### src/rtl/subset_pkg.sv
// subset_pkg: mode codes, FSM states and distance-width helper shared by the raster scanner
package subset_pkg;
  localparam logic [2:0] MODE_A = 3'd0, MODE_AND = 3'd1, MODE_XOR = 3'd2, MODE_EXACT2 = 3'd3;
  localparam logic [2:0] MODE_ANY = 3'd4, MODE_ALL = 3'd5, MODE_PARITY = 3'd6, MODE_GE2 = 3'd7;
  typedef enum logic [1:0] {IDLE, SCAN, DRAIN, DONE} state_t;
  function automatic int dist_w(input int coord_w);
    return 2 * coord_w + 1;
  endfunction
endpackage

### src/rtl/subset_point_eval.sv
// subset_point_eval: combinational per-circle inclusion test and subset selection for one grid point
module subset_point_eval
  import subset_pkg::*;
#(
  parameter int COORD_W     = 4,
  parameter int NUM_CIRCLES = 3,
  parameter int RSQ_W       = 8
) (
  input  logic [COORD_W-1:0]               x_i,
  input  logic [COORD_W-1:0]               y_i,
  input  logic [NUM_CIRCLES*2*COORD_W-1:0] central_i,
  input  logic [NUM_CIRCLES*RSQ_W-1:0]     radius_square_i,
  input  logic [2:0]                       mode_i,
  output logic                             active_o
);
  localparam int DW = dist_w(COORD_W);
  localparam int MW = DW > RSQ_W ? DW : RSQ_W;
  localparam int PW = $clog2(NUM_CIRCLES + 1);
  logic [NUM_CIRCLES-1:0] inc;
  logic [PW-1:0] pop;
  logic exact2;
  for (genvar i = 0; i < NUM_CIRCLES; i++) begin : g_c
    logic [COORD_W-1:0] cx, cy, ax, ay;
    logic [DW-1:0] d;
    assign cx = central_i[(NUM_CIRCLES-1-i)*2*COORD_W+COORD_W +: COORD_W];
    assign cy = central_i[(NUM_CIRCLES-1-i)*2*COORD_W +: COORD_W];
    assign ax = cx >= x_i ? cx - x_i : x_i - cx;
    assign ay = cy >= y_i ? cy - y_i : y_i - cy;
    assign d = DW'(ax) * DW'(ax) + DW'(ay) * DW'(ay);
    assign inc[i] = MW'(d) <= MW'(radius_square_i[(NUM_CIRCLES-1-i)*RSQ_W +: RSQ_W]);
  end
  always_comb begin
    pop = '0;
    for (int k = 0; k < NUM_CIRCLES; k++) pop = pop + PW'(inc[k]);
  end
  assign exact2 = ((inc[0] & inc[1]) | (inc[1] & inc[2]) | (inc[0] & inc[2])) & ~(&inc[2:0]);
  assign active_o = mode_i == MODE_A      ? inc[0] :
                    mode_i == MODE_AND    ? inc[0] & inc[1] :
                    mode_i == MODE_XOR    ? inc[0] ^ inc[1] :
                    mode_i == MODE_EXACT2 ? exact2 :
                    mode_i == MODE_ANY    ? |inc :
                    mode_i == MODE_ALL    ? &inc :
                    mode_i == MODE_PARITY ? ^inc :
                                            pop >= PW'(2);
endmodule

### src/rtl/subset_raster_scanner.sv
// subset_raster_scanner: raster-scans the grid through a two-stage stallable pipeline, streaming subset membership and the active count
module subset_raster_scanner
  import subset_pkg::*;
#(
  parameter int COORD_W     = 4,
  parameter int NUM_CIRCLES = 3,
  parameter int RSQ_W       = 8,
  parameter int CNT_W       = 2 * COORD_W + 1
) (
  input  logic                             clk,
  input  logic                             rst,
  input  logic                             start,
  input  logic [NUM_CIRCLES*2*COORD_W-1:0] central,
  input  logic [NUM_CIRCLES*RSQ_W-1:0]     radius_square,
  input  logic [2:0]                       mode,
  output logic                             pix_valid,
  input  logic                             pix_ready,
  output logic [COORD_W-1:0]               pix_x,
  output logic [COORD_W-1:0]               pix_y,
  output logic                             pix_active,
  output logic                             busy,
  output logic                             done,
  output logic [CNT_W-1:0]                 count
);
  state_t state_q, state_d;
  logic [NUM_CIRCLES*2*COORD_W-1:0] central_q;
  logic [NUM_CIRCLES*RSQ_W-1:0] rsq_q;
  logic [2:0] mode_q;
  logic [2*COORD_W-1:0] pos_q, s1_q;
  logic s1_v_q, adv, xfer, act;
  assign adv = !pix_valid || pix_ready;
  assign xfer = pix_valid && pix_ready;
  assign busy = state_q != IDLE;
  assign done = state_q == DONE;
  subset_point_eval #(.COORD_W(COORD_W), .NUM_CIRCLES(NUM_CIRCLES), .RSQ_W(RSQ_W)) u_eval (
    .x_i(s1_q[COORD_W-1:0]),
    .y_i(s1_q[2*COORD_W-1:COORD_W]),
    .central_i(central_q),
    .radius_square_i(rsq_q),
    .mode_i(mode_q),
    .active_o(act)
  );
  always_comb begin
    state_d = state_q;
    case (state_q)
      IDLE:    if (start) state_d = SCAN;
      SCAN:    if (adv && &pos_q) state_d = DRAIN;
      DRAIN:   if (xfer && !s1_v_q) state_d = DONE;
      default: state_d = IDLE;
    endcase
  end
  always_ff @(posedge clk) state_q <= rst ? IDLE : state_d;
  always_ff @(posedge clk) begin
    if (rst) begin
      central_q <= '0;
      rsq_q <= '0;
      mode_q <= '0;
      pos_q <= '0;
      s1_q <= '0;
      s1_v_q <= 1'b0;
      pix_valid <= 1'b0;
      pix_x <= '0;
      pix_y <= '0;
      pix_active <= 1'b0;
      count <= '0;
    end else begin
      if (state_q == IDLE && start) begin
        central_q <= central;
        rsq_q <= radius_square;
        mode_q <= mode;
        pos_q <= '0;
        count <= '0;
      end
      if (adv) begin
        s1_v_q <= state_q == SCAN;
        s1_q <= pos_q;
        if (state_q == SCAN) pos_q <= pos_q + 1'b1;
        pix_valid <= s1_v_q;
        pix_x <= s1_q[COORD_W-1:0];
        pix_y <= s1_q[2*COORD_W-1:COORD_W];
        pix_active <= s1_v_q & act;
      end
      if (xfer && pix_active) count <= count + 1'b1;
    end
  end
endmodule

### config.mk
export PLATFORM = sky130hd
export DESIGN_NAME = subset_raster_scanner
export DESIGN_NICKNAME = d
export VERILOG_FILES = /design/src/rtl/subset_pkg.sv /design/src/rtl/subset_point_eval.sv /design/src/rtl/subset_raster_scanner.sv
export SDC_FILE = /design/constraint.sdc
export NUM_CORES = 1
export LEC_CHECK = 0
export CAP_MARGIN = 25
export CORE_ASPECT_RATIO = 0.9
export CORE_MARGIN = 3
export CORE_UTILIZATION = 39
export DETAILED_ROUTE_END_ITERATION = 8
export SYNTH_ARGS = -nofsm -noshare
export SYNTH_HDL_FRONTEND = slang
export SYNTH_SLANG_ARGS = --single-unit
### constraint.sdc
create_clock -name clk -period 14.2 [get_ports clk]
set_input_delay 2.84 -clock clk [delete_from_list [all_inputs] [get_ports clk]]
set_output_delay 2.84 -clock clk [all_outputs]
set_load 0.05 [all_outputs]
==> impl_results.md, run 1 <==
* Routed wire per std cell at 13.8 µm
* Hold Crit Class: flip-flop to flip-flop
* Clock power share at 0.149
* Vias in the first global route at approximately 6200
* Synth Register Bits at between 80 and 90
* Top-area cell type share of the netlist area at 0.228
* Fin nets at approximately 1300
* Main combinational cell family by area after synthesis: adder cells
* Synth Area in XOR/XNOR at 0.0257
* Synth top area cells: dfxtp_1, ha_1, fa_1
* Via Count at ~6300
* Adder-Cell Fraction of Synth Area at 0.322
* Final design utilization at 0.468
* Register area share after synthesis at 0.228
* Die width at 155 µm
* Top cell type by total area after synthesis: dfxtp_1
* Hold_buf cts at 0
* NetSw at 775 µW
* Clk_skew at approximately 0.0072 ns
* Post-synthesis cell count at about 960
* First-pass GRT wire length at roughly 30 mm
* DP Wirelength at around 14 mm
* Final period util at 0.607
* Worst Path Arrival at ~8.9 ns
* Reg power frac at 0.186
* Num Clock Sinks at 89
* Max Slew Vio Count at 0
* CTS tree: built
* Switching Fraction at 0.463
* Count leader, synth: nand2_1
* # rows at 48
* Reg clk slew, reported paths at approximately 0.07 ns
* Critical path startpoint category: flip-flop
* CORE AREA at slightly below 20000 µm²
* CP max stage cell: dfxtp_1
* Pleak at about 4.1 nW
* Final WS setup at about 5.6 ns
* Post-synth EDFFs at 0
* Final min period at 8.62 ns
* Max Cap Violations at 0
* Top_reg_cell synth: dfxtp_1
* Combinational Power Share at 0.665
* 1st-pass router iterations at 4
* ANT cells at 0
* Max stage delay on crit path at a little under 0.6 ns
* GRT Overall Usage at 0.167
* I/O Pins at 76
* Rel. slew slack at 0.361
* Asr flop ratio synth at 0
* Post-Syn Nets at 1191
* Largest net degree at the start of global routing at between 90 and 100
* GRT Residual Overflow at 0
* Synth warnings at 0
* CTS buffer count at 9
* Critical path type: flip-flop to flip-flop
* Initial antenna violation count at 0
* Initial Util at 0.402
* Buffers on Ports at 75
* CP Capture Type: flip-flop
* Final setup vio count at 0
* Post-cts sizing count at 0
* RSZ-0062 raised after global routing: false
* Synth Area per Inst at around 8.1 µm²
* Post-synthesis simple-gate area fraction at 0.158
* Clock root buffer: clkbuf_16
* Slew @ Worst Pin at about 0.96 ns
* Final number of hold-violating endpoints at 0
* Die Ht at approximately 140 µm
* DRC Markers at 0
* Die area at about 22000 µm²
* CTS Buffer Depth at 2
* Compound-Gate Fraction of Synth Area at 0.154
* Post-synth top cells: nand2_1, inv_1, ha_1, a21oi_1, dfxtp_1
* Mux contribution to synthesized area at 0.0288
* Clock latency at the later pin of the worst-skew pair at between 0.3 and 0.4 ns
* Routed WL at ~18 mm
* Most used cell, CP: fa_1
* Required time worst endpoint at around 14 ns
* Max VDD drop at ~0.11 mV
* DR iter-0 viols at around 320
* Share of layout cells above drive strength 1 at 0.0370
* Fmax at 116 MHz
* Distinct cell type count after synthesis at 47
* PD cells at 184 nW/µm²
* Post-Synthesis Cell Area at approximately 7800 µm²
* Area Overhead vs Synth at 16.4%
* DRT antenna net count at 0
* Internal Power at approximately 900 µW
* Filler Cells Inserted at 1958
* TNS Setup at 0 ns
* GP Congestion at 0.843
* Crit Path Max Fanout at 9
* Status: completed
* Pre-CTS WS at 5.55 ns
* Setup repair bufs after CTS at 0
* H-tree Lvls at 3
* Via density per instance at ~4.9
-- critical path: cells and delay by family (launching register included) --
kind	cells	cell delay (ns)
compound gates	11	2.28
xor+xnor	2	0.29
fa+ha+maj	9	3.70
buf+inv	3	0.39
flops	1	0.58
mux	1	0.24
simple gates	3	1.06
-- routing by layer --
metal	up-vias	global-route usage	routed length (µm)
li1	3275	-	-
met5	-	0	0
met2	94	0.261	7740
met3	16	0.0343	649
met4	0	0.0341	211
met1	2892	0.239	9000
-- flip-flops by register name, summed over array words and instances (netlist names) --
| register | cells |
|---|---|
| s1_q | 8 |
| rsq_q | 24 |
| pix_valid | 1 |
| pix_x | 4 |
| pix_y | 4 |
| pix_active | 1 |
| s1_v_q | 1 |
| count | 9 |
| central_q | 24 |
| mode_q | 3 |
| pos_q | 8 |
| state_q | 2 |
-- power by group through the flow --
stage               Sequential [mW]  Clock (mW)  Combinational [mW]
global placement              0.317           0                1.08
floorplan                     0.310           0               0.852
finish                        0.312       0.249                1.11
detailed placement            0.317           0                1.11
CTS                           0.312       0.257                1.13
global route                  0.316       0.266                1.30
-- cell families (layout without fill, tap and decap cells) --
logic type | after synthesis | in the layout
multiplexers | 22 | 22
XOR/XNOR | 23 | 23
flip-flops | 89 | 89
adder cells (fa/ha/maj) | 174 | 174
buffers and inverters | 175 | 241
AND/OR/NAND/NOR | 283 | 283
AO/OA/AOI/OAI | 196 | 196
-- metrics by stage --
stage	cells	hold slack [ns]	power (mW)	area (µm²)
after floorplan	962	0.436	1.16	7830
after global placement	1263	0.444	1.40	8820
after detailed placement	1263	0.446	1.43	8820
after CTS	1278	0.456	1.70	9120
after global routing	1278	0.472	1.88	9120
final	1278	0.451	1.67	9120
-- path summary, 6_finish.rpt --
kind	to	start	slack [ns]	cells after the start
min	pix_x[3]	pix_x[3]	0.45	2
max	pix_active	s1_q[5]	5.58	29
max reg2reg	pix_active	s1_q[5]	5.58	29
min reg2reg	pix_x[3]	pix_x[3]	0.45	2
-- cell usage in the layout, fill, tap and decap left out, types with 7 or more instances in the layout --
master | netlist | final
nor2_1 | 58 | 58
mux2i_1 | 18 | 18
nand3_1 | 17 | 17
inv_1 | 147 | 147
clkbuf_16 | 0 | 9
nand2b_1 | 18 | 18
o21a_1 | 7 | 7
nand2_1 | 154 | 153
xnor2_1 | 14 | 14
clkdlybuf4s50_1 | 0 | 74
a21oi_1 | 105 | 105
ha_1 | 128 | 128
a21o_1 | 32 | 32
xor2_1 | 9 | 9
dfxtp_1 | 89 | 89
o21ai_0 | 11 | 11
fa_1 | 46 | 46
a211oi_1 | 9 | 9
-- layout make-up --
class                      count  area (µm²)  share of cell area
multi-input combinational    698        5400               0.592
inverter                     147         552              0.0605
clock buffer                   9         225              0.0247
tap                          250         313              0.0343
clock inverter                 6        72.6             0.00796
timing repair buffer          79         776              0.0851
sequential                    89        1780               0.195
Note: power is estimated with default switching activity, not from simulation.
==> run 2, diff against run 1 <==
clock period = 8.6 ns   (was 14.2 ns; I/O delays follow)
==> run 2 against run 1 <==
First-iteration DRC count decreased by 1.3%; non-clock buffer count grew 5; clock skew shrank 0.00088 ns; core utilization increased by 0.29 points; flip-flop and latch count unchanged; via count up 1.4%; sequential power rose by 64%; register-to-register slack worse by 5.1 ns; hold slack gained 0.0034 ns; clock power up 66%; wire length increased by 0.54%; critical path type unchanged; largest cell class unchanged; largest power group unchanged.
==> impl_results.md, run 2 (synthesis results as in run 1) <==
* GP Congestion at about 0.86
* Max VDD drop at 0.214 mV
* Max Slew Vio Count at 0
* PD cells at between 300 and 400 nW/µm²
* Worst hold start: pix_y[2]
* Clock root buffer: clkbuf_16
* R2r setup slk at 0.44 ns
* Clock latency at the later pin of the worst-skew pair at 0.35 ns
* I/O Pins at 76
* Top flop regs: central_q: 24 flops, rsq_q: 24 flops, count: 9 flops
* Die Ht at 140 µm
* First-pass GRT wire length at around 30 mm
* 1st-pass router iterations at 4
* Buffers on Ports at 75
* Final Instance Count excl. Fillers at roughly 1300
* Via Count at ~6400
* Critical path startpoint category: flip-flop
* TNS Setup at 0 ns
* Via density per instance at a little under 5
* Most frequent cells in the layout: nand2_1, inv_1, ha_1
* Filler Cells Inserted at 1960
* CTS tree: built
* Die area at around 22000 µm²
* RSZ-0062 raised after global routing: false
* GRT Overall Usage at 0.166
* Final setup vio count at 0
* Pleak at roughly 4.1 nW
* Vias in the first global route at ~6300
* CP top delay family: adder cells
* Hold_buf cts at 0
* Hold worst-path end: pix_y[2]
* R2R Path End: pix_active
* Hold Crit Class: flip-flop to flip-flop
* DR iter-0 viols at around 310
* Worst Path Arrival at 8.44 ns
* R2R Path Start: s1_q[0]
* Most common cell after layout, fill and taps aside: nand2_1
* Area Overhead vs Synth at 17.1%
* Placed cell count at 1267
* Routed wire per std cell at 13.8 µm
* Rel. slew slack at 0.361
* CTS buffer count at 9
* Dpl cell area at about 8800 µm²
* Initial Util at 0.402
* CTS Buffer Depth at 2
* CP Capture Type: flip-flop
* Post-cts sizing count at 0
* CORE AREA at 19500 µm²
* Total power at about 2.8 mW
* # rows at 48
* Status: completed
* Crit Path Max Fanout at 6
* Largest net degree at the start of global routing at 91
* Hold depth at 2
* Slew @ Worst Pin at ~0.96 ns
* Share of layout cells above drive strength 1 at 0.0416
* Final Cell Area at 9170 µm²
* Number of buffers and inverters on the critical path at 2
* Worst reg2reg path depth at 29
* Die width at 155 µm
* Final min period at roughly 8.2 ns
* Final design utilization at 0.471
* ANT cells at 0
* Final number of hold-violating endpoints at 0
* Pre-CTS WS at roughly 0.47 ns
* Fin nets at roughly 1300
* CP max stage cell: fa_1
* Required time worst endpoint at between 8 and 9 ns
* Clk_skew at roughly 0.0064 ns
* Setup repair bufs after CTS at 0
* Routed WL at around 18 mm
* DRT antenna net count at 0
* Critical path type: flip-flop to flip-flop
* Final WS setup at roughly 0.44 ns
* Num Clock Sinks at around 90
* Max Cap Violations at 0
* H-tree Lvls at 3
* Final period util at 0.948
* Initial antenna violation count at 0
* Hold slack final at ~0.45 ns
* DP Wirelength at between 10 and 15 mm
* DRC Markers at 0
* Fmax at approximately 120 MHz
* Max stage delay on crit path at ~0.54 ns
* GRT Residual Overflow at 0
* Reg clk slew, reported paths at 0.07 ns
* Most used cell, CP: fa_1
## run 2: area by class of cell
| class | count | area [µm²] | share of cell area |
|---|---|---|---|
| timing repair buffer | 84 | 826 | 0.0900 |
| clock inverter | 6 | 75.1 | 0.00818 |
| inverter | 147 | 552 | 0.0602 |
| sequential | 89 | 1780 | 0.194 |
| tap | 250 | 313 | 0.0341 |
| multi-input combinational | 698 | 5400 | 0.588 |
| clock buffer | 10 | 229 | 0.0250 |
## run 2: worst max path at each step
| stage | startpoint | to | slack (ns) | cells after the start |
|---|---|---|---|---|
| after floorplan | s1_q[5] | pix_active | 0.77 | 29 |
| after global placement | s1_q[0] | pix_active | 0.63 | 31 |
| after detailed placement | s1_q[0] | pix_active | 0.47 | 31 |
| after CTS | s1_q[0] | pix_active | 0.45 | 31 |
| after global routing | s1_q[0] | pix_active | 0.02 | 29 |
| final | s1_q[0] | pix_active | 0.44 | 29 |
## run 2: where the power goes
part           leakage, nW  total (mW)  switching [mW]  internal [mW]
combinational         3.23        1.87            1.05          0.818
sequential           0.726       0.513          0.0497          0.464
clock                0.151       0.413           0.183          0.231
## run 2: worst min-delay path: stages (launching register included)
cell	delay, ns
dfxtp_1	0.31
nand2_1	0.05
a21oi_1	0.05
## run 2: metal layers
layer | up-vias | global-route usage | wire length, µm
met1 | 2956 | 0.238 | 8970
met4 | 0 | 0.0396 | 227
met2 | 103 | 0.260 | 7780
met5 | - | 0 | 0
li1 | 3286 | - | -
met3 | 17 | 0.0303 | 713
